<file path="src/rtl/data_island_packet_scheduler_if.sv">
// Packet bus for the data-island scheduler: audio sample packet handshake in,
// selected packet out.
interface data_island_packet_scheduler_if;
  logic             asp_valid;
  logic             asp_ready;
  logic [23:0]      asp_header;
  logic [3:0][55:0] asp_sub;
  logic [23:0]      header;
  logic [3:0][55:0] sub;
  logic [7:0]       packet_type;

  modport master (
    output asp_valid, asp_header, asp_sub,
    input  asp_ready, header, sub, packet_type
  );

  modport slave (
    input  asp_valid, asp_header, asp_sub,
    output asp_ready, header, sub, packet_type
  );
endinterface

</file>
<file path="src/rtl/data_island_packet_scheduler.sv">
// Picks one packet (ACR > ASP > AVI > AIF > null) for every data-island slot.
// Optional feature macro: AUDIO_INFOFRAME_EN enables audio infoframe scheduling.
module data_island_packet_scheduler #(
  parameter int FIELDS_PER_INFOFRAME = 1
) (
  input  logic                           clk_pixel,
  input  logic                           reset,
  input  logic                           packet_enable,
  input  logic                           video_field_end,
  input  logic                           acr_wrap,
  input  logic [23:0]                    acr_header,
  input  logic [3:0][55:0]               acr_sub,
  input  logic [23:0]                    avi_header,
  input  logic [3:0][55:0]               avi_sub,
  input  logic [23:0]                    aif_header,
  input  logic [3:0][55:0]               aif_sub,
  output logic                           acr_overrun,
  data_island_packet_scheduler_if.slave  pkt
);

  localparam logic [3:0] LAST_FIELD = 4'(FIELDS_PER_INFOFRAME - 1);

  logic             acr_wrap_q;
  logic             acr_pending;
  logic             avi_pending;
  logic             aif_pending;
  logic [3:0]       field_cnt;
  logic             acr_req;
  logic             field_wrap;
  logic             sel_acr, sel_asp, sel_avi, sel_aif;
  logic [7:0]       nxt_type;
  logic [23:0]      nxt_header;
  logic [3:0][55:0] nxt_sub;

  assign acr_req    = acr_wrap ^ acr_wrap_q;
  assign field_wrap = video_field_end && (field_cnt == LAST_FIELD);

  always_comb begin
    sel_acr = packet_enable && acr_pending;
    sel_asp = packet_enable && !acr_pending && pkt.asp_valid;
    sel_avi = packet_enable && !acr_pending && !pkt.asp_valid && avi_pending;
    sel_aif = packet_enable && !acr_pending && !pkt.asp_valid && !avi_pending && aif_pending;
  end

  assign pkt.asp_ready = sel_asp && !reset;

  always_comb begin
    nxt_type   = 8'h00;
    nxt_header = '0;
    nxt_sub    = '0;
    if (sel_acr) begin
      nxt_type   = 8'h01;
      nxt_header = acr_header;
      nxt_sub    = acr_sub;
    end else if (sel_asp) begin
      nxt_type   = 8'h02;
      nxt_header = pkt.asp_header;
      nxt_sub    = pkt.asp_sub;
    end else if (sel_avi) begin
      nxt_type   = 8'h82;
      nxt_header = avi_header;
      nxt_sub    = avi_sub;
    end else if (sel_aif) begin
      nxt_type   = 8'h84;
      nxt_header = aif_header;
      nxt_sub    = aif_sub;
    end
  end

  always_ff @(posedge clk_pixel) begin
    if (reset) begin
      acr_wrap_q      <= acr_wrap;
      acr_pending     <= 1'b0;
      acr_overrun     <= 1'b0;
      avi_pending     <= 1'b0;
      field_cnt       <= '0;
      pkt.header      <= '0;
      pkt.sub         <= '0;
      pkt.packet_type <= 8'h00;
    end else begin
      acr_wrap_q <= acr_wrap;
      // A request landing on an ACR selection re-arms the flag rather than being lost.
      if (acr_req)
        acr_pending <= 1'b1;
      else if (sel_acr)
        acr_pending <= 1'b0;
      if (acr_req && acr_pending && !sel_acr)
        acr_overrun <= 1'b1;
      if (video_field_end)
        field_cnt <= field_wrap ? 4'd0 : field_cnt + 4'd1;
      if (field_wrap)
        avi_pending <= 1'b1;
      else if (sel_avi)
        avi_pending <= 1'b0;
      if (packet_enable) begin
        pkt.header      <= nxt_header;
        pkt.sub         <= nxt_sub;
        pkt.packet_type <= nxt_type;
      end
    end
  end

`ifdef AUDIO_INFOFRAME_EN
  always_ff @(posedge clk_pixel) begin
    if (reset)
      aif_pending <= 1'b0;
    else if (field_wrap)
      aif_pending <= 1'b1;
    else if (sel_aif)
      aif_pending <= 1'b0;
  end
`else
  assign aif_pending = 1'b0;
`endif

endmodule
</file>
<file path="src/flat_wrapper.sv">
// flat-port wrapper written by rule: the top's interface ports become plain ports
module data_island_packet_scheduler_flat 
#(
  parameter int FIELDS_PER_INFOFRAME = 1
)
  (clk_pixel, reset, packet_enable, video_field_end, acr_wrap, acr_header, acr_sub, avi_header, avi_sub, aif_header, aif_sub, acr_overrun, pkt_asp_valid, pkt_asp_header, pkt_asp_sub, pkt_asp_ready, pkt_header, pkt_sub, pkt_packet_type);
  data_island_packet_scheduler_if pkt_i ();
  input  logic clk_pixel;
  input  logic reset;
  input  logic packet_enable;
  input  logic video_field_end;
  input  logic acr_wrap;
  input  logic [23:0] acr_header;
  input  logic [3:0][55:0] acr_sub;
  input  logic [23:0] avi_header;
  input  logic [3:0][55:0] avi_sub;
  input  logic [23:0] aif_header;
  input  logic [3:0][55:0] aif_sub;
  output logic acr_overrun;
  input wire logic [$bits(pkt_i.asp_valid)-1:0] pkt_asp_valid;
  input wire logic [$bits(pkt_i.asp_header)-1:0] pkt_asp_header;
  input wire logic [$bits(pkt_i.asp_sub)-1:0] pkt_asp_sub;
  output wire logic [$bits(pkt_i.asp_ready)-1:0] pkt_asp_ready;
  output wire logic [$bits(pkt_i.header)-1:0] pkt_header;
  output wire logic [$bits(pkt_i.sub)-1:0] pkt_sub;
  output wire logic [$bits(pkt_i.packet_type)-1:0] pkt_packet_type;
  assign pkt_i.asp_valid = pkt_asp_valid;
  assign pkt_i.asp_header = pkt_asp_header;
  assign pkt_i.asp_sub = pkt_asp_sub;
  assign pkt_asp_ready = pkt_i.asp_ready;
  assign pkt_header = pkt_i.header;
  assign pkt_sub = pkt_i.sub;
  assign pkt_packet_type = pkt_i.packet_type;
  data_island_packet_scheduler #(.FIELDS_PER_INFOFRAME(FIELDS_PER_INFOFRAME)) u_core (.clk_pixel(clk_pixel), .reset(reset), .packet_enable(packet_enable), .video_field_end(video_field_end), .acr_wrap(acr_wrap), .acr_header(acr_header), .acr_sub(acr_sub), .avi_header(avi_header), .avi_sub(avi_sub), .aif_header(aif_header), .aif_sub(aif_sub), .acr_overrun(acr_overrun), .pkt(pkt_i));
endmodule
</file>
<file path="config.mk">
export PLATFORM = sky130hd
export DESIGN_NAME = data_island_packet_scheduler_flat
export DESIGN_NICKNAME = d
export VERILOG_FILES = /design/src/rtl/data_island_packet_scheduler_if.sv /design/src/rtl/data_island_packet_scheduler.sv /design/src/flat_wrapper.sv
export SDC_FILE = /design/constraint.sdc
export NUM_CORES = 1
export LEC_CHECK = 0
export CAP_MARGIN = 10
export CORE_AREA = 2 2 488 490
export CTS_BUF_LIST = sky130_fd_sc_hd__clkbuf_8 sky130_fd_sc_hd__clkbuf_16
export DETAILED_ROUTE_END_ITERATION = 10
export DIE_AREA = 0 0 490 492
export DONT_BUFFER_PORTS = 1
export SLEW_MARGIN = 25
export SYNTH_ARGS = -nofsm -noshare
export SYNTH_HDL_FRONTEND = slang
export SYNTH_SLANG_ARGS = --single-unit
</file>
<file path="constraint.sdc">
create_clock -name clk_pixel -period 1.56 [get_ports clk_pixel]
set_input_delay 0.312 -clock clk_pixel [delete_from_list [all_inputs] [get_ports clk_pixel]]
set_output_delay 0.312 -clock clk_pixel [all_outputs]
set_load 0.01 [all_outputs]
</file>
==> results of run 1 <==
## kinds of logic after synthesis
family / Yosys count / synth area share (%)
other cells: 1 / 0.0301
mux: 2 / 0.161
fa+ha+maj: 2 / 0.201
simple gates: 22 / 1.18
buf+inv: 175 / 6.40
compound gates: 751 / 50.2
xor+xnor: 3 / 0.211
flops: 259 / 41.6
## per-stage QoR
stage / cells / instance area, um^2 / utilization, %
after floorplan: 1219 / 12500 / -
after global placement: 4317 / 16800 / 7.12
after detailed placement: 4318 / 16800 / 7.12
## cell usage after synthesis, drive strengths merged
master and count:
buf 59, nor2b 3, nor4b 1, nor4bb 2, mux2i 2, nand2 2
nor3 2, o21ba 1, nor3b 1, a221oi 248, inv 3, nand4 1
dfxtp 259, conb 1, nand4bb 1, a21oi 5, xor2 2, nor2 6
nand2b 2, clkbuf 113, xnor2 1, ha 2, or3 1, o21ai 1
o2bb2ai 248, o21bai 248
==> results.yml, run 1 <==
floorplanning:
  die_w_um: 490
  initial_core_util_pct: 5.27
  rows: 179
  die_h_um: 492
  ios: 1256
synthesis:
  synth.distinct_cells: 29
  ys_seq_elements: 259
  yosysTopAreaCell: "dfxtp_1"
  synth_area_per_cell_um2: 10.2
  yosys_warnings: 0
  synth.yosys.seq_area_share_pct: 41.6
  synth_top_area_share_pct: 41.6
  synth_area_leaders: "dfxtp_1, a221oi_1, o2bb2ai_1"
  syn_inst: 1215
  syn-cell-area_mm2: 0.0124
clock_tree:
  cts_sinks: 259
  clockBufferDepth: 3
  cts.repair.resized: 454
  cts_setup_buffers: 45
  ctsRootBufferMaster: "clkbuf_16"
  hold_buffers: 894
  htreeDepth: 2
  cts_inserted_buffers: 41
placed_design:
  dpl.hpwl_um: 142000
  pre_cts_slack_ns: -0.433
  port_buffers: 0
  gp_routability_congestion: 0.913
outcome:
  stop_stage: "clock tree synthesis"
  outcome: "aborted with a tool error"
  error_line: "[ERROR RSZ-0060] Max buffer count reached."
==> run 2, diff against run 1 <==
--- a/config.mk
+++ b/config.mk
@@ -6,11 +6,11 @@
 export NUM_CORES = 1
 export LEC_CHECK = 0
 export CAP_MARGIN = 10
-export CORE_AREA = 2 2 488 490
-export CTS_BUF_LIST = sky130_fd_sc_hd__clkbuf_8 sky130_fd_sc_hd__clkbuf_16
+export CORE_AREA = 2 2 495 497
 export DETAILED_ROUTE_END_ITERATION = 10
-export DIE_AREA = 0 0 490 492
+export DIE_AREA = 0 0 497 499
 export DONT_BUFFER_PORTS = 1
+export PLACE_DENSITY_LB_ADDON = 0.15
 export SLEW_MARGIN = 25
 export SYNTH_ARGS = -nofsm -noshare
 export SYNTH_HDL_FRONTEND = slang
==> run 2 against run 1 <==
The flow now finishes, with violations (negative setup slack). Synthesized cell count is the same. Synthesized area is the same.
==> results.yml, run 2 <==
final_layout:
  drive_gt1_share_pct: 32.7
  fin_util_pct: 12.8
  ff_latch_area_mm2: 0.00525
  largest_reg_flops: 224
  n_fill_cell: 27146
  layout_common_cells: "dlygate4sd3_1, o21bai_1, o2bb2ai_2"
  fin_nets: 3064
  synthToLayoutAreaGrowth_pct: 150
  fin_area_mm2: 0.0311
  layout_commonest_cell: "dlygate4sd3_1"
  multi_input_area_mm2: 0.00935
  top_regs: "u_core.pkt.sub (224), u_core.pkt.header (24), u_core.field_cnt (4)"
  largest_register: "u_core.pkt.sub"
clock_tree:
  clockBufferDepth: 3
  cts_sinks: 259
  htreeDepth: 2
  ctsRootBufferMaster: "clkbuf_16"
  cts_inserted_buffers: 39
  path_clk_slew_ns: 0.07
  cts_tree: "yes"
  clk_latency_ns: 0.62
synthesis:
  synthSimpleGateAreaFrac_pct: 1.18
  synth_xor_area_share_pct: 0.211
  synth_mux_area_share_pct: 0.161
  synth_area_per_cell_um2: 10.2
  ys_seq_elements: 259
  yosys-top-cells-count: "dfxtp_1, a221oi_1, o21bai_1, o2bb2ai_1, clkbuf_1"
  synth_top_family_by_area: "compound AO/OA/AOI/OAI gates"
  synth.yosys.seq_area_share_pct: 41.6
  yosysTopAreaCell: "dfxtp_1"
  synth-main-ff-cell: "dfxtp_1"
  synth_area_leaders: "dfxtp_1, a221oi_1, o2bb2ai_1"
  synth_edf_count: 0
  yosys_warnings: 0
  synth_top_area_share_pct: 41.6
  synth_compound_area_share_pct: 50.2
  yosys.cell_count.top_type: "dfxtp_1"
  synth-async-reset-ratio_pct: 0
  synth_fa_ha_area_share_pct: 0.201
  synth.distinct_cells: 29
  syn-cell-area_mm2: 0.0124
  syn_inst: 1215
global_routing:
  grt_start_max_net_pins: 153
  antenna_found_initial: 56
  grt_pass1_wl_um: 161000
  grt.total_usage_pct: 9.49
  grt_pass1_vias: 17861
  overflow: 0
drt:
  routed_wl_um: 125000
  detail-route-antenna-nets: 0
  first_pass_iters: 5
  dr_total_vias: 16546
  drtIter0Drc: 1086
  via_per_inst: 3.10
  routedWlPerCell_um: 23.4
  route.detailed.drc: 0
pwr:
  p_leak_uw: 0.0104
  powerDensity_mw_per_mm2: 766
  peakVddDrop_uv: 618
sta:
  hold_viol: 0
  holdWs_ns: 0.0681
  fmax_mhz: 530
  grt_setup_unrepaired: "yes"
  slew_headroom_pct: 32.4
  fin_skew_ns: 0.0261
  period_share_pct: 121
  fin_ws_ns: -0.328
  layout_min_cycle_time_ns: 1.89
  setup_viol: 249
  max_slew.worst_pin.slew_ns: 1.01
  finalMaxSlewViolations: 0
floorplanning:
  die_w_um: 497
  die_h_um: 499
  ios: 1256
  dieArea_mm2: 0.248
  coreArea_mm2: 0.243
  initial_core_util_pct: 5.13
  rows: 181
placed_design:
  dpl.hpwl_um: 80200
  gp_routability_congestion: 0.857
  port_buffers: 0
  placed_cell_area_mm2: 0.0170
critical_path:
  endpoint_kind: "register"
  r2r_start: "u_core.acr_pending"
  required_ns: 2.09
  r2r_cells: 10
  cp_slowest_stage_delay_ns: 0.36
  reg2reg_to: "u_core.pkt.sub[220]"
  cp_slowest_cell: "dfxtp_4"
  cp.arrival_ns: 2.42
  critPathKind: "reg -> reg"
  setup.worst_path.start_class: "register"
  cp_max_fo: 5
  path_cells: "nand2b_4 > buf_6 > nor4b_4 > buf_6 > buf_12 > buf_12 > buf_12 > buf_12 > buf_16 > o2bb2ai_2"
  path_common_cell: "buf_12"
  reg2reg_slack_ns: -0.33
worst_hold_path:
  min_from: "acr_sub[103]"
  hp-class: "in -> reg"
  hold_path_depth: 3
  min_to: "u_core.pkt.sub[103]"
outcome:
  violations: "negative setup slack"
  outcome: "finished, violations left"
run:
  cap_violations: 0
==> run 2: cell counts after synthesis <==
Identical to the previous run, type by type.
==> run 2: worst max path at each step <==
stage	start	to
floorplan	reset	pkt_asp_ready
global route	u_core.acr_pending	pkt_asp_ready
CTS	u_core.acr_pending	pkt_asp_ready
detailed placement	packet_enable	u_core.pkt.sub[103]
finish	u_core.acr_pending	u_core.pkt.sub[220]
global placement	packet_enable	u_core.pkt.sub[103]
==> run 2: per-layer routing <==
metal  vias up  wire [um]  GRT usage [%]
li1       6831          -              -
met2      1257      59500           16.5
met5         -         26         0.0193
met1      8060      41300           8.94
met3       394      14400           4.50
met4         4       9880           6.26
==> run 2: worst max-delay path: cells and delay by family (launching register included) <==
kind	cells	cell delay (ns)
buffers and inverters	7	0.86
and+or+nand+nor	2	0.47
DFF	1	0.36
AOI/OAI and AO/OA	1	0.09
==> run 2: what timing repair did <==
| action | 4_1_cts | 5_1_grt |
|---|---|---|
| gates cloned | 38 | 1 |
| hold buffers | 763 | 0 |
| buffers inserted | 45 | 11 |
| pin swaps | 11 | 7 |
| hold endpoints to repair | 259 | 0 |
| resized for setup | 384 | 283 |
| setup endpoints to repair | 307 | 297 |
==> run 2: area by class of cell <==
type | count | share of cell area, %
antenna | 41 | 0.330
inverter | 3 | 0.0603
tap | 3202 | 12.9
timing repair buffer | 976 | 35.6
clock inverter | 8 | 0.221
sequential | 259 | 16.9
clock buffer | 62 | 4.00
multi-input combinational | 785 | 30.0
==> run 2: per-stage QoR <==
step                      instances  total power [uW]  setup TNS, ns  setup WS (ns)
final                          5336             23900         -55.27         -0.328
after global routing           5327             24900         -73.60         -0.434
after CTS                      5301             23900         -77.37         -0.450
after detailed placement       4393             10900         -35.81         -0.487
after global placement         4393             10900         -34.10         -0.483
after floorplan                1219              9380              0         0.0215
==> run 2: logic make-up after synthesis <==
logic type	Yosys count
buf+inv	175
compound gates	751
simple gates	22
flops	259
mux	2
fa+ha+maj	2
xor+xnor	3
other cells	1
==> run 2: report_power, final <==
group | total [uW] | internal [uW] | switching [uW]
Clock | 9440 | 5600 | 3850
Sequential | 7990 | 7180 | 808
Combinational | 6420 | 3230 | 3180
Total | 23900 | 16000 | 7840
Note: power is estimated with default switching activity, not from simulation.
